$ cat config.mk
export PLATFORM = sky130hd
export DESIGN_NAME = ones_pattern_gen
export DESIGN_NICKNAME = d
export VERILOG_FILES = /design/src/rtl/ones_pattern_gen.sv
export SDC_FILE = /design/constraint.sdc
export NUM_CORES = 1
export LEC_CHECK = 0
export CORE_UTILIZATION = 30
export CTS_CLUSTER_SIZE = 30
export DETAILED_ROUTE_END_ITERATION = 16
export GPL_ROUTABILITY_DRIVEN = 0
export HOLD_SLACK_MARGIN = 0.12
export PLACE_DENSITY_LB_ADDON = 0.3
export SYNTH_ARGS = -nofsm -noshare
export SYNTH_HDL_FRONTEND = slang
export SYNTH_SLANG_ARGS = --single-unit
$ cat constraint.sdc
create_clock -name clk -period 3.6 [get_ports clk]
set_input_delay 0.54 -clock clk [delete_from_list [all_inputs] [get_ports clk]]
set_output_delay 0.54 -clock clk [all_outputs]
set_load 0.005 [all_outputs]
$ cat src/rtl/ones_pattern_gen.sv
// Streams every WIDTH-bit word of popcount k in ascending order, one word per accepted handshake.
// Latency: first word valid the cycle after start; one word per cycle while word_ready stays high.
// Backpressure: word, word_idx and word_last hold while word_valid is high and word_ready is low.
module ones_pattern_gen #(
    parameter int WIDTH = 8,
    parameter int CNT_W = 4,
    parameter int IDX_W = 8
) (
    input  logic             clk,
    input  logic             rst,
    input  logic             start,
    input  logic [CNT_W-1:0] k,
    output logic             busy,
    output logic             err,
    output logic             word_valid,
    input  logic             word_ready,
    output logic [WIDTH-1:0] word,
    output logic             word_last,
    output logic [IDX_W-1:0] word_idx
);

    localparam int EXT_W = WIDTH + 1;

    typedef enum logic {
        IDLE,
        RUN
    } state_t;

    state_t           state;
    logic [CNT_W-1:0] k_q;

    logic [EXT_W-1:0] x_ext;
    logic [EXT_W-1:0] c_ext;
    logic [EXT_W-1:0] r_ext;
    logic [EXT_W-1:0] diff_ext;
    logic [CNT_W-1:0] c_log2;
    logic [WIDTH-1:0] word_nxt;
    logic             handshake;

    // Lowest k bits set: the smallest word with popcount k.
    function automatic logic [WIDTH-1:0] first_word(input logic [CNT_W-1:0] kk);
        logic [EXT_W-1:0] one_hot;
        one_hot = EXT_W'(1) << kk;
        return WIDTH'(one_hot - EXT_W'(1));
    endfunction

    // Highest k bits set: the largest word with popcount k.
    function automatic logic [WIDTH-1:0] last_word(input logic [CNT_W-1:0] kk);
        return first_word(kk) << (CNT_W'(WIDTH) - kk);
    endfunction

    // Gosper's hack with one spare bit so the carry out of r is not lost.
    assign x_ext    = {1'b0, word};
    assign c_ext    = x_ext & (~x_ext + EXT_W'(1));
    assign r_ext    = x_ext + c_ext;
    assign diff_ext = r_ext ^ x_ext;

    // c is one-hot, so log2(c) is a plain priority encode and no divider is needed.
    always_comb begin
        c_log2 = '0;
        for (int i = 0; i < WIDTH; i++) begin
            if (c_ext[i]) begin
                c_log2 = CNT_W'(i);
            end
        end
    end

    assign word_nxt  = WIDTH'((diff_ext >> 2) >> c_log2) | r_ext[WIDTH-1:0];
    assign handshake = word_valid & word_ready;

    always_ff @(posedge clk) begin
        if (rst) begin
            state      <= IDLE;
            k_q        <= '0;
            busy       <= 1'b0;
            err        <= 1'b0;
            word_valid <= 1'b0;
            word_last  <= 1'b0;
            word       <= '0;
            word_idx   <= '0;
        end else begin
            err <= 1'b0;
            case (state)
                IDLE: begin
                    if (start) begin
                        if (k > CNT_W'(WIDTH)) begin
                            err <= 1'b1;
                        end else begin
                            state      <= RUN;
                            k_q        <= k;
                            busy       <= 1'b1;
                            word_valid <= 1'b1;
                            word       <= first_word(k);
                            word_idx   <= '0;
                            word_last  <= (k == '0) || (k == CNT_W'(WIDTH));
                        end
                    end
                end
                RUN: begin
                    if (handshake) begin
                        if (word_last) begin
                            // word and word_idx keep the final values for the consumer.
                            state      <= IDLE;
                            busy       <= 1'b0;
                            word_valid <= 1'b0;
                            word_last  <= 1'b0;
                        end else begin
                            word      <= word_nxt;
                            word_idx  <= word_idx + IDX_W'(1);
                            word_last <= (word_nxt == last_word(k_q));
                        end
                    end
                end
                default: begin
                    state <= IDLE;
                end
            endcase
        end
    end

endmodule

* Word-level counts from Yosys, hierarchy flattened
Index checks and enable logic that the tools add are counted.
** Storage, ports and cells
- Input bits :: 8
- Output and inout bits :: 20
- Flip-flop bits (word level) :: 24
** Operators by class
- Shift operators :: 4
- Equal/unequal tests :: 7
- $lt $le $gt $ge :: 1
- Bitwise logic cells :: 8
- Multiplexer cells :: 33
- Reduce and logical (&&, ||, !) cells :: 7
- $add $sub $neg :: 6
** Operators by type and width (count)
- 8-bit 2-to-1 mux :: 8
- 8-bit one-hot mux with 2 select lines :: 2
- 4-bit 2-to-1 mux :: 5
- 1-bit by 4-bit left shift with 8-bit output, first input constant :: 2
- 8-bit by 1-bit subtractor with 8-bit output, second input constant :: 2
- 1-bit 2-to-1 mux :: 14
- 8-bit by 9-bit adder with 9-bit output :: 1
- 9-bit by 1-bit adder with 9-bit output, second input constant :: 1
- 8-bit by 9-bit bitwise AND with 9-bit output :: 1
- 8-bit inverter with 9-bit output :: 1
- 9-bit by 8-bit bitwise XOR with 9-bit output :: 1
- 8-bit by 1-bit adder with 8-bit output, second input constant :: 1
- 8-bit == test :: 1
- 2-bit != test, second input constant :: 4
- 8-bit bitwise OR :: 1
- 4-bit AND reduction :: 2
- 8-bit by 4-bit left shift with 8-bit output :: 1
- 7-bit by 4-bit >> shifter with 8-bit output :: 1
- 1-bit one-hot mux with 2 select lines :: 3
- 3-bit AND reduction :: 2
- 4-bit == test, second input constant :: 1
- 4-bit > comparator, second input constant :: 1
- 4-bit zero test :: 1
- 4-bit subtractor, first input constant :: 1
- other kinds (6) :: 8

* Logic depth before layout (Yosys ltp)
- Word-level depth :: 16
- Gate-level depth with buffers :: 16

* Least setup slack after synthesis
No wires, ideal clock.
- Path type :: reg-to-reg
- Start :: register k_q[0]
- End :: register word_last
- Arrival time :: 3.110 ns
- Setup slack :: 0.416 ns
- Setup time :: 0.075 ns
- Cell stages (with the launch flop) :: 17
- Cell sequence :: dfxtp_1 -> buf_2 -> inv_2 -> ha_1 -> ha_1 -> nor2b_1 -> inv_1 -> ha_1 -> a21bo_2 -> a32oi_1 -> mux2_2 -> a221oi_1 -> a2bb2oi_1 -> xnor2_1 -> nand4_1 -> or4_1 -> o22ai_1
** On the way
- Longest elaborated chain between the ends :: 7
** Ends and longest elaborated chain
- start: declaration :: line 30 : logic [CNT_W-1:0] k_q;
- start signal: assignment :: line 90 : k_q <= k;
- 1-bit by 4-bit left shift with 8-bit output :: line 43 : one_hot = EXT_W'(1) << kk;
- 8-bit by 1-bit subtractor with 8-bit output :: line 44 : return WIDTH'(one_hot - EXT_W'(1));
- 8-bit by 4-bit left shift with 8-bit output (*) :: line 49 : return first_word(kk) << (CNT_W'(WIDTH) - kk);
- 8-bit == test (*) :: line 110 : word_last <= (word_nxt == last_word(k_q));
- 1-bit 2-to-1 mux (*) :: line 101 : if (word_last) begin
- 1-bit 2-to-1 mux (*) :: line 100 : if (handshake) begin
- 1-bit one-hot mux with 2 select lines (*) :: line 83 : case (state)
- end signal: assignment :: line 95 : word_last <= (k == '0) || (k == CNT_W'(WIDTH));
- end signal: assignment :: line 110
- end: declaration :: line 18 : output logic word_last,
Mark *: on every way between the ends. The rest lies on a longest branch, timed or not. The select of a mux whose other input is x is not followed.
A chain may end at the register's enable or synchronous reset.

* Final worst setup path
- Start :: register k_q[1]
- End :: register word_last
Same word-level chain as after synthesis.

==> out/qor.csv <==
metric,value,unit
pin count of the biggest net entering global routing,21,
DR DRC count,0,
Via density,5.65,
share of cells above drive strength 1,9.65,%
Vias,2508,
Worst IR Drop VDD,157,µV
# H-tree levels,1,
DRT antenna net count,0,
register area share after synthesis,19.8,%
n_diodes,0,
FMAX,302,MHz
Layout Skew,8.08,ps
Die Wd,92.0,µm
CTS root buf,clkbuf_8,
pre-CTS WS,259,ps
die area,0.00847,mm²
Min-Delay Startpoint,word_idx[7]$_SDFFE_PP0P_,
Fill cells,855,
Final WS setup,290,ps
Clock Latency Late Sink,270,ps
predominant post-synthesis flop cell,dfxtp_1,
Fin Setup TNS,0,ps
TritonCTS clock tree,done,
initial antenna violation count,0,
outcome,finished clean,
gr ovfl total,0,
Worst-Margin Slew,1100,ps
worst reg2reg path depth,15,
number of port buffers,27,
Worst Path Required,3810,ps
Avg Inst Size Synth,7.44,µm²
post-DP HPWL,4.81,mm
Syn. warnings,0,
max_cap viols,0,
num ports,28,
r2r startpoint,k_q[1]$_SDFFE_PP0P_,
worst relative slew slack,26.4,%
hold_buf cts,0,
Hold EP,word_idx[7]$_SDFFE_PP0P_,
unrepaired setup endpoints after global routing,no,
internal reg-to-reg setup slack,290,ps
Layout Nets,360,
Global Route Usage Sum,15.3,%
drt total wl,6.34,mm
DR WL/cell,14.3,µm
initial core utilization,31.3,%
max-slew violation count,0,
met2 WL,2.99,mm
Post-Syn Area,0.00243,mm²
Final setup viols,0,
hold depth,2,
ys async rst share,0,%
Setup crit start kind,register,
routed wire length on met3,233,µm
top layer in use,met4,
WS Path Type,register to register,
sum of routed wire segments on met1,3.03,mm
Syn Nets,344,
drt pass-1 iters,5,
"EDFF count, synth",0,
Worst Setup End Kind,register,
FF-to-FF End,word_last$_SDFFE_PP0P_,
clk sinks,24,
Area Growth Syn to Fin,16.2,%
clock buffer depth,2,
core area,0.00777,mm²
leak pwr,0.984,nW
global-route wire length before repair,10.8,mm
Initial DRC Count,221,
Die Ht,92.0,µm
WP data arrival,3520,ps
PD cells,358,mW/mm²
clk slew on worst S/H paths,90,ps
Final Hold Viols,0,
min cycle time layout,3310,ps
number of synthesized register bits,24,
crit share post-route,92.0,%
Cell variety after synth,80,
Worst Path Max Fanout,6,
Post-Syn Instances,327,
number of CTS-inserted buffers,3,
vias in the first global route,2329,
Row Count,32,
HP Class,register to register,
## report_power, final
part | internal (mW) | switching [mW]
combinational | 0.192 | 0.260
clock | 0.149 | 0.0918
sequential | 0.279 | 0.0409
## final cells by class
| type | instances | area, µm² | area share, % |
|---|---|---|---|
| Sequential cell | 24 | 482 | 17.0 |
| Timing Repair Buffer | 30 | 293 | 10.4 |
| Clock buffer | 3 | 41.3 | 1.46 |
| Tap cell | 102 | 128 | 4.52 |
| Multi-Input combinational cell | 272 | 1810 | 64.0 |
| Inverter | 12 | 45.0 | 1.59 |
| Clock inverter | 1 | 30.0 | 1.06 |
## placed cells by master, fill, tap and decap left out, drive strengths merged, types with 3 or more instances in the layout
master,Yosys,layout
a32oi,3,3
o31ai,3,3
nor2,39,39
ha,9,9
nor2b,7,7
buf,11,3
a31oi,3,3
xor2,8,8
nor4,7,7
nand3,13,13
a211oi,10,10
or2,3,3
clkbuf,8,3
a21oi,27,27
dfxtp,24,24
a2bb2oi,3,3
nand4,5,5
o22ai,3,3
o21ai,19,19
xnor2,8,8
inv,11,11
nor3,7,7
or3,6,6
nand2,30,30
and3,3,3
o2111ai,3,3
mux2i,3,3
nand3b,3,3
o211a,3,3
clkdlybuf4s50,0,27
nand2b,7,7
o21a,3,3
## synthesized netlist by cell type, types with 5 or more instances
library cell / number / share of area [%]
buf_2: 6 / 1.2
inv_1: 10 / 1.5
a21oi_1: 26 / 5.3
a211oi_1: 9 / 2.8
nand2b_1: 7 / 1.8
or3_1: 6 / 1.5
xor2_1: 8 / 2.9
nor2_1: 36 / 5.6
nor2b_1: 7 / 1.8
nor3_1: 6 / 1.2
clkbuf_1: 8 / 1.2
nand4_1: 5 / 1.3
xnor2_1: 7 / 2.5
nor4_1: 5 / 1.3
dfxtp_1: 24 / 20
ha_1: 9 / 4.6
o21ai_0: 16 / 3.3
nand3_1: 12 / 2.5
nand2_1: 29 / 4.5
## state kept, by name, indices dropped and copies added (netlist names)
name / count
err: 1
k_q: 4
word_idx: 8
word_valid: 1
word: 8
word_last: 1
state: 1
## routing by layer
metal,vias up,global-route usage (%)
met4,0,4.04
li1,1258,-
met3,6,1.58
met2,75,26.2
met1,1169,20.4
met5,-,0
## logic make-up (layout without fill, tap and decap cells)
kind of cell / after synthesis / count (layout) / synth area share [%]
XOR/XNOR: 16 / 16 / 6.07
multiplexers: 5 / 5 / 2.16
AO/OA/AOI/OAI: 103 / 103 / 30.3
adder cells (fa/ha/maj): 9 / 9 / 4.63
buffers and inverters: 31 / 46 / 6.02
flip-flops: 24 / 24 / 19.8
AND/OR/NAND/NOR: 139 / 139 / 31.1
## critical path: stages, from the launching register on
cell and delay (ps):
dfxtp_2 390, inv_1 70, ha_1 200, ha_1 240
nor2b_2 190, inv_1 70, ha_1 260, a21bo_2 160
a32oi_1 60, mux2_2 330, a221oi_1 310, a2bb2oi_1 220
xnor2_1 130, nand4_1 100, or4_1 400, o22ai_1 110
## worst max path at each step
stage | start | end | cells after the start
floorplan | k_q[0]$_SDFFE_PP0P_ | word_last$_SDFFE_PP0P_ | 16
global placement | k_q[1]$_SDFFE_PP0P_ | word_last$_SDFFE_PP0P_ | 15
detailed placement | k_q[1]$_SDFFE_PP0P_ | word_last$_SDFFE_PP0P_ | 15
CTS | k_q[1]$_SDFFE_PP0P_ | word_last$_SDFFE_PP0P_ | 15
global route | k_q[0]$_SDFFE_PP0P_ | word_last$_SDFFE_PP0P_ | 15
finish | k_q[1]$_SDFFE_PP0P_ | word_last$_SDFFE_PP0P_ | 15
## what timing repair did
action	CTS	global route
endpoints found under the setup margin	0	1
buffers inserted	0	0
gates resized for setup	0	2
## through the flow
step | instances | hold slack [ps] | util [%] | area (µm²) | total power [mW]
after floorplan | 327 | 474 | - | 2430 | 0.663
after global placement | 440 | 476 | 35.4 | 2750 | 0.772
after detailed placement | 440 | 481 | 35.4 | 2750 | 0.772
after CTS | 444 | 495 | 36.3 | 2820 | 1.02
after global routing | 444 | 534 | 36.4 | 2830 | 1.08
final | 444 | 491 | 36.4 | 2830 | 1.01
Note: power is estimated with default switching activity, not from simulation.
